===== src/rtl/alu_arb_ctrl.sv =====
// alu_arb_ctrl: shares one W-bit ALU datapath among NREQ requesters.
// Grants one request at a time (round-robin), drives the ALU operand and
// selector controls, waits LAT cycles for the result and returns it with an
// error flag to the granted requester.
// Optional macro ALU_ARB_FIXED_PRIO_EN: fixed priority (lowest valid index
// wins) instead of round-robin; the round-robin pointer is then absent.
module alu_arb_ctrl #(
    parameter int unsigned NREQ = 2,
    parameter int unsigned W    = 8,
    parameter int unsigned LAT  = 2
) (
    input  logic              clk,
    input  logic              rst,
    input  logic              on,
    input  logic [NREQ-1:0]   req_valid,
    output logic [NREQ-1:0]   req_ready,
    input  logic [3*NREQ-1:0] req_op,
    input  logic [W*NREQ-1:0] req_a,
    input  logic [W*NREQ-1:0] req_b,
    output logic [W-1:0]      alu_num1,
    output logic [W-1:0]      alu_num2,
    output logic [2:0]        alu_in_selector,
    output logic [6:0]        alu_out_selector,
    input  logic [W-1:0]      alu_result,
    input  logic              alu_overflow,
    output logic              rsp_valid,
    output logic [2:0]        rsp_id,
    output logic [W-1:0]      rsp_data,
    output logic              rsp_error,
    output logic [1:0]        state
);

    localparam int unsigned CW = (LAT < 1) ? 1 : $clog2(LAT + 1);
    localparam logic [2:0] IN_RESET   = 3'b001;
    localparam logic [2:0] IN_LOAD    = 3'b010;
    localparam logic [2:0] IN_PERSIST = 3'b100;
    localparam logic [2:0] OP_ILLEGAL = 3'd7;

    typedef enum logic [1:0] {
        S_OFF       = 2'b00,
        S_READY     = 2'b01,
        S_RUN       = 2'b10,
        S_RUN_ERROR = 2'b11
    } state_t;

    state_t         state_q, state_d;
    logic [CW-1:0]  cnt_q, cnt_d;
    logic [W-1:0]   num1_q, num1_d;
    logic [W-1:0]   num2_q, num2_d;
    logic [6:0]     out_sel_q, out_sel_d;
    logic [2:0]     id_q, id_d;
    logic           rsp_valid_q, rsp_valid_d;
    logic [2:0]     rsp_id_q, rsp_id_d;
    logic [W-1:0]   rsp_data_q, rsp_data_d;
    logic           rsp_error_q, rsp_error_d;
`ifndef ALU_ARB_FIXED_PRIO_EN
    logic [2:0]     ptr_q, ptr_d;
`endif

    logic           gnt_found;
    logic [2:0]     gnt_idx;
    logic [2:0]     gnt_op;
    int unsigned    idx;

    // Grant search over valid requests (round-robin from pointer+1, or lowest index)
    always_comb begin
        gnt_found = 1'b0;
        gnt_idx   = '0;
        idx       = 0;
        for (int unsigned i = 0; i < NREQ; i++) begin
`ifdef ALU_ARB_FIXED_PRIO_EN
            idx = i;
`else
            idx = (32'(ptr_q) + 1 + i) % NREQ;
`endif
            if (!gnt_found && req_valid[idx]) begin
                gnt_found = 1'b1;
                gnt_idx   = 3'(idx);
            end
        end
        gnt_op = req_op[3*gnt_idx +: 3];
    end

    // Next-state, grant, operand latch and response logic
    always_comb begin
        state_d     = state_q;
        cnt_d       = cnt_q;
        num1_d      = num1_q;
        num2_d      = num2_q;
        out_sel_d   = out_sel_q;
        id_d        = id_q;
        rsp_valid_d = 1'b0;
        rsp_id_d    = rsp_id_q;
        rsp_data_d  = rsp_data_q;
        rsp_error_d = rsp_error_q;
`ifndef ALU_ARB_FIXED_PRIO_EN
        ptr_d       = ptr_q;
`endif
        req_ready   = '0;
        case (state_q)
            S_OFF: begin
                if (on) state_d = S_READY;
            end
            S_READY: begin
                if (!on) begin
                    state_d = S_OFF;
                end else if (gnt_found) begin
                    req_ready[gnt_idx] = 1'b1;
`ifndef ALU_ARB_FIXED_PRIO_EN
                    ptr_d = gnt_idx;
`endif
                    if (gnt_op == OP_ILLEGAL) begin
                        // Answered straight away; the ALU is never issued
                        rsp_valid_d = 1'b1;
                        rsp_error_d = 1'b1;
                        rsp_data_d  = '0;
                        rsp_id_d    = gnt_idx;
                        out_sel_d   = '0;
                    end else begin
                        num1_d    = req_a[W*gnt_idx +: W];
                        num2_d    = req_b[W*gnt_idx +: W];
                        out_sel_d = 7'd1 << gnt_op;
                        id_d      = gnt_idx;
                        cnt_d     = '0;
                        state_d   = S_RUN;
                    end
                end
            end
            S_RUN: begin
                // cnt 0 is the load cycle; the result is valid LAT cycles later
                if (cnt_q == CW'(LAT)) begin
                    rsp_valid_d = 1'b1;
                    rsp_data_d  = alu_result;
                    rsp_error_d = alu_overflow;
                    rsp_id_d    = id_q;
                    state_d     = alu_overflow ? S_RUN_ERROR : S_READY;
                end else begin
                    cnt_d = cnt_q + 1'b1;
                end
            end
            S_RUN_ERROR: begin
                state_d = S_READY;
            end
            default: state_d = S_OFF;
        endcase
    end

    // ALU input-select control derived from the current state
    always_comb begin
        alu_in_selector = IN_PERSIST;
        case (state_q)
            S_OFF, S_RUN_ERROR: alu_in_selector = IN_RESET;
            S_RUN:              alu_in_selector = (cnt_q == '0) ? IN_LOAD : IN_PERSIST;
            default:            alu_in_selector = IN_PERSIST;
        endcase
    end

    // State and datapath registers with asynchronous reset
    always_ff @(posedge clk or posedge rst) begin
        if (rst) begin
            state_q     <= S_OFF;
            cnt_q       <= '0;
            num1_q      <= '0;
            num2_q      <= '0;
            out_sel_q   <= '0;
            id_q        <= '0;
            rsp_valid_q <= 1'b0;
            rsp_id_q    <= '0;
            rsp_data_q  <= '0;
            rsp_error_q <= 1'b0;
`ifndef ALU_ARB_FIXED_PRIO_EN
            ptr_q       <= 3'(NREQ - 1);
`endif
        end else begin
            state_q     <= state_d;
            cnt_q       <= cnt_d;
            num1_q      <= num1_d;
            num2_q      <= num2_d;
            out_sel_q   <= out_sel_d;
            id_q        <= id_d;
            rsp_valid_q <= rsp_valid_d;
            rsp_id_q    <= rsp_id_d;
            rsp_data_q  <= rsp_data_d;
            rsp_error_q <= rsp_error_d;
`ifndef ALU_ARB_FIXED_PRIO_EN
            ptr_q       <= ptr_d;
`endif
        end
    end

    assign alu_num1         = num1_q;
    assign alu_num2         = num2_q;
    assign alu_out_selector = out_sel_q;
    assign rsp_valid        = rsp_valid_q;
    assign rsp_id           = rsp_id_q;
    assign rsp_data         = rsp_data_q;
    assign rsp_error        = rsp_error_q;
    assign state            = state_q;

endmodule

===== config.mk =====
export PLATFORM = sky130hd
export DESIGN_NAME = alu_arb_ctrl
export DESIGN_NICKNAME = d
export VERILOG_FILES = /design/src/rtl/alu_arb_ctrl.sv
export SDC_FILE = /design/constraint.sdc
export NUM_CORES = 1
export LEC_CHECK = 0
export ABC_AREA = 1
export BUFFER_PORTS_ARGS = -buffer_cell sky130_fd_sc_hd__buf_2
export CORE_UTILIZATION = 51
export DETAILED_ROUTE_END_ITERATION = 10
export PLACE_DENSITY = 0.82
export SYNTH_ARGS = -nofsm -noshare
export SYNTH_HDL_FRONTEND = slang
export SYNTH_SLANG_ARGS = --single-unit
export TNS_END_PERCENT = 20

===== constraint.sdc =====
create_clock -name clk -period 2.29 [get_ports clk]
set_input_delay 0.229 -clock clk [delete_from_list [all_inputs] [get_ports clk]]
set_output_delay 0.229 -clock clk [all_outputs]
set_load 0.02 [all_outputs]

# Yosys cells after proc, flatten, opt, wreduce, memory -nomap -nowiden
# Cells that the tools add are included.
[op_classes]
addsub = 3
mul = 1
magnitude_cmp = 4
n_eq_ne = 14
shift = 4
mux = 48
bitwise = 1
n_reduce_logical = 12
[ops]
columns = ["op", "n"]
rows = [
  ["$mux 8", 4],
  ["$shiftx 16x5->8", 2],
  ["$mux 2", 13],
  ["$mux 1", 17],
  ["$pmux 8 s2", 1],
  ["$mux 3", 5],
  ["$ne 2x2->1 const B", 7],
  ["$pmux 3 s2", 2],
  ["$reduce_and 5->1", 2],
  ["$pmux 2 s4", 1],
  ["$reduce_and 4->1", 2],
  ["$mux 7", 1],
  ["$shl 1x3->7 const A", 1],
  ["$eq 2x2->1 const B", 3],
  ["$lt 1x2->1 const B", 3],
  ["$ne 3x3->1 const B", 2],
  ["$shiftx 6x6->3", 1],
  ["$logic_not 2->1", 2],
  ["$pmux 1 s2", 2],
  ["$pmux 2 s2", 1],
  ["$eq 3x3->1 const B", 1],
  ["$mul 2x1->3 const A", 1],
  ["$reduce_and 3->1", 1],
  ["$add 1x1->1 const B", 2],
  ["9 further kinds", 10],
]
[word_totals]
register_bits = 42
in_bits = 52
wordCells = 98

# Longest topological paths before layout
[logic_depth]
ltp_word = 14
ltp_mapped = 10

# Worst setup path before layout
# Ideal clock, no wire load.
[synth_timing]
path_kind = "register -> output"
from = "reg state_q[0] (netlist: state[0])"
to = "out alu_in_selector[1]"
arrival_ns = 1.606
t_required_ns = 2.061
setup_slack_ns = 0.455
path_stages_with_launch = 7
cell_sequence = "dfrtp_1 inv_1 ha_1 clkbuf_1 clkbuf_1 nand2_1 nor2_1"
[synth_between]
elab_chain_cells = 3
word_cells_on_any_way = 5
cone_classes = "eq/ne: 2; mux: 1; reduce/logical: 2"
[synth_lines]
columns = ["element", "line", "source"]
rows = [
  ["from (decl)", "46", "state_t state_q, state_d;"],
  ["from (signal assigned)", "175", "state_q <= state_d;"],
  ["$eq 2x2->1 / $logic_not 2->1 (equally long branches)", "151", "case (state_q)"],
  ["$reduce_or 2->1", "151", ""],
  ["$pmux 3 s2 (*)", "151", ""],
  ["to (decl)", "22", "output logic [2:0] alu_in_selector,"],
]
# Every way passes the cells marked *; elsewhere a longest branch is shown, timed or not.

# Final worst setup path
[layout_timing]
from = "reg state_q[1] (netlist: state[1])"
to = "out req_ready[0]"
[layout_between]
elab_chain_cells = 2
[layout_lines]
columns = ["element", "line", "source"]
rows = [
  ["$eq 2x1->1", "100", "case (state_q)"],
  ["$mux 2", "100", ""],
  ["to (decl)", "16", "output logic [NREQ-1:0] req_ready,"],
]
# No other way between the ends.

==> metrics <==
status=completed; post-CTS setup repair buffer count=0; post-cts sizing count=0; R2R depth=6; die area=4580 um2; setup violators final=0; GR Util All Layers=23.3%; layout cells sized above 1=29.4%; Post-Synthesis Cells=302; antenna violation net count after detailed routing=0; Static Leakage=1.73 nW; drt via density=4.77; final wirelength=4.88 mm; most frequent cell after synthesis=nand2_1; CTS buffer count=5; std cell rows=23; final hold viol count=0; Reg clk slew, reported paths=0.07 ns; post-DR wirelength/cell=11.0 um; Worst slew margin=61.3%; top-area cell type share of the netlist area=44.4%; Worst Tran Pin Value=0.579 ns; IO Pins=95; Async SR Flop Fraction=100%; Startpoint Class=flip-flop; hpwl dp=3.65 mm; # port buffers=92; RSZ-0062 raised after global routing=no; Worst Setup EP=req_ready[0]; global route total overflow=0; initial antenna violation count=0; core outline area=4060 um2; Placed Cells=437; Die H=67.7 um; Final Net Count=452; crit path kind=reg2out; vias in the first global route=1889; Synth area leaders=dfrtp_1 (44%), nand2_1 (26%), o21ai_0 (5.9%), inv_1 (4.1%), ha_1 (3.4%); maxcap violations=0; Layout Skew=0.00452 ns; end of the worst register-to-register path=alu_num2[3]$_DFFE_PP0P_; synthesized flop and latch total=40; setup TNS after final layout=0 ns; minimum clock period=2.09 ns; CTS tree=yes; Yosys warning count=0; leading register cell type out of synthesis=dfrtp_1; Avg Synthesized Cell Area=7.28 um2; leading area contributor after synthesis=dfrtp_1; IR drop worst, VDD=0.000655 V; crit path from=state[1]$_DFFE_PP0P_; Residual DRC=0; R2R Setup Slk=0.52 ns; fill cell count=362; CP max FO=11; CTS H-tree depth=2; final non-filler cell area=2800 um2; Total Power=3.28 mW; power density over cell area=1170 nW/um2; Synth cell types=24; EDFF count, synth=0; Post-CTS Hold Buffers=0; Reg-to-Reg Start=state[1]$_DFFE_PP0P_; # clock sinks=40; maximum buffer depth of the clock tree=2; Die X=67.7 um; Antenna diodes=0; Layout Cells excl Fill=445; data arrival time of the worst path=1.86 ns; RePlAce Congestion=0.813; via count=2123; root buf cell=clkbuf_8; largest net degree at the start of global routing=41; achievable clock frequency=0.478 GHz; CP Capture Type=output pin; Starting Density=54.2%; Synth top cells by count=nand2_1 (150), dfrtp_1 (39), o21ai_0 (26), inv_1 (24), nand4_1 (12); register area share after synthesis=45.6%; Placement Cell Area=2690 um2; Tightest Hold Check Type=in2async; Area Growth Syn to Fin=27.4%; period utilization=91.3%; First-pass DRT Iterations=4; first-pass GRT wire length=7.89 mm; pins over their slew limit=0; Req. time, crit path=2.06 ns; 1st-iter DRT viols=86; Post-Syn Area=2200 um2; clock latency on the worst-skew pair=0.29 ns
## area by class of cell
cell class | instances | area, um2 | area share [%]
multi-input combinational | 223 | 1020 | 36.5
clock inverter | 2 | 35.0 | 1.25
inverter | 25 | 93.8 | 3.35
tap | 50 | 62.6 | 2.23
timing repair buffer | 99 | 513 | 18.3
clock buffer | 6 | 72.6 | 2.59
sequential | 40 | 1000 | 35.8
## cell usage in the layout, fill, tap and decap left out
| cell | synthesis | routed |
|---|---|---|
| dfstp_2 | 1 | 1 |
| clkbuf_1 | 5 | 1 |
| clkinv_1 | 1 | 1 |
| nand3_2 | 2 | 2 |
| conb_1 | 1 | 2 |
| nand2_1 | 150 | 150 |
| clkbuf_8 | 0 | 5 |
| nand2_2 | 3 | 3 |
| a21oi_1 | 3 | 3 |
| nor2_1 | 7 | 7 |
| o21a_1 | 1 | 1 |
| or2_2 | 1 | 1 |
| buf_2 | 5 | 92 |
| nand3_1 | 6 | 6 |
| o21ai_0 | 26 | 26 |
| clkinv_2 | 0 | 1 |
| nand4_1 | 12 | 12 |
| or2_4 | 1 | 1 |
| o22ai_1 | 1 | 1 |
| inv_1 | 24 | 24 |
| nand2_4 | 1 | 1 |
| nor2_8 | 1 | 1 |
| dfrtp_1 | 39 | 39 |
| bufinv_16 | 0 | 1 |
| buf_4 | 4 | 7 |
| ha_1 | 6 | 6 |
## where the power goes
part | internal (mW) | switching [mW]
logic | 0.519 | 1.08
clock network | 0.323 | 0.230
registers | 0.985 | 0.141
total | 1.83 | 1.46
## critical path, cell delays in order, from the launching register on
cell     delay, ns
dfrtp_1       0.41
inv_1         0.11
ha_1          0.23
nand3_1       0.35
nor2_1        0.26
buf_2         0.20
## cell families (layout without fill, tap and decap cells)
kind of cell | count (synthesis) | in the layout | share of synthesized area, %
other | 1 | 2 | 0.171
and+or+nand+nor | 184 | 184 | 35.5
buffers and inverters | 40 | 132 | 8.14
AOI/OAI and AO/OA | 31 | 31 | 7.23
DFF | 40 | 40 | 45.6
adders and majority gates | 6 | 6 | 3.41
## metal layers
layer  vias to the layer above  wire, um  share of wire, %  GRT usage, %
met1                       922      1960                40          26.0
li1                       1118         -                 -             -
met5                         -         0                 0             0
met2                        74      2470                51          40.8
met4                         0        70               1.4          7.71
met3                         9       377               7.7          8.28
## flip-flops by register name (all words and copies together), names as in the netlist
| signal | cells |
|---|---|
| rsp_valid | 1 |
| alu_num2 | 8 |
| rsp_error | 1 |
| rsp_data | 8 |
| ptr_q | 1 |
| alu_out_selector | 7 |
| state | 2 |
| alu_num1 | 8 |
| rsp_id | 1 |
| id_q | 1 |
| cnt_q | 2 |
## metrics by stage
step | utilization, % | hold slack, ns | worst slack [ns]
CTS | 69.0 | 0.0626 | 0.217
global placement | 66.4 | 0.371 | 0.531
global route | 69.0 | 0.0900 | 0.0691
finish | 69.0 | 0.0428 | 0.199
detailed placement | 66.4 | 0.374 | 0.506
floorplan | - | 0.431 | 0.455
## how the worst min path moves through the flow
stage / start / end / slack [ns] / depth (start not counted)
final: rst / alu_num2[7]$_DFFE_PP0P_ / 0.04 / 3
after global routing: rst / alu_num2[7]$_DFFE_PP0P_ / 0.09 / 3
after CTS: rst / alu_num1[4]$_DFFE_PP0P_ / 0.06 / 3
after detailed placement: rst / alu_num2[7]$_DFFE_PP0P_ / 0.37 / 3
after global placement: rst / alu_num2[7]$_DFFE_PP0P_ / 0.37 / 3
after floorplan: req_a[9] / alu_num1[1]$_DFFE_PP0P_ / 0.43 / 4
(Power assumes the default switching activity.)
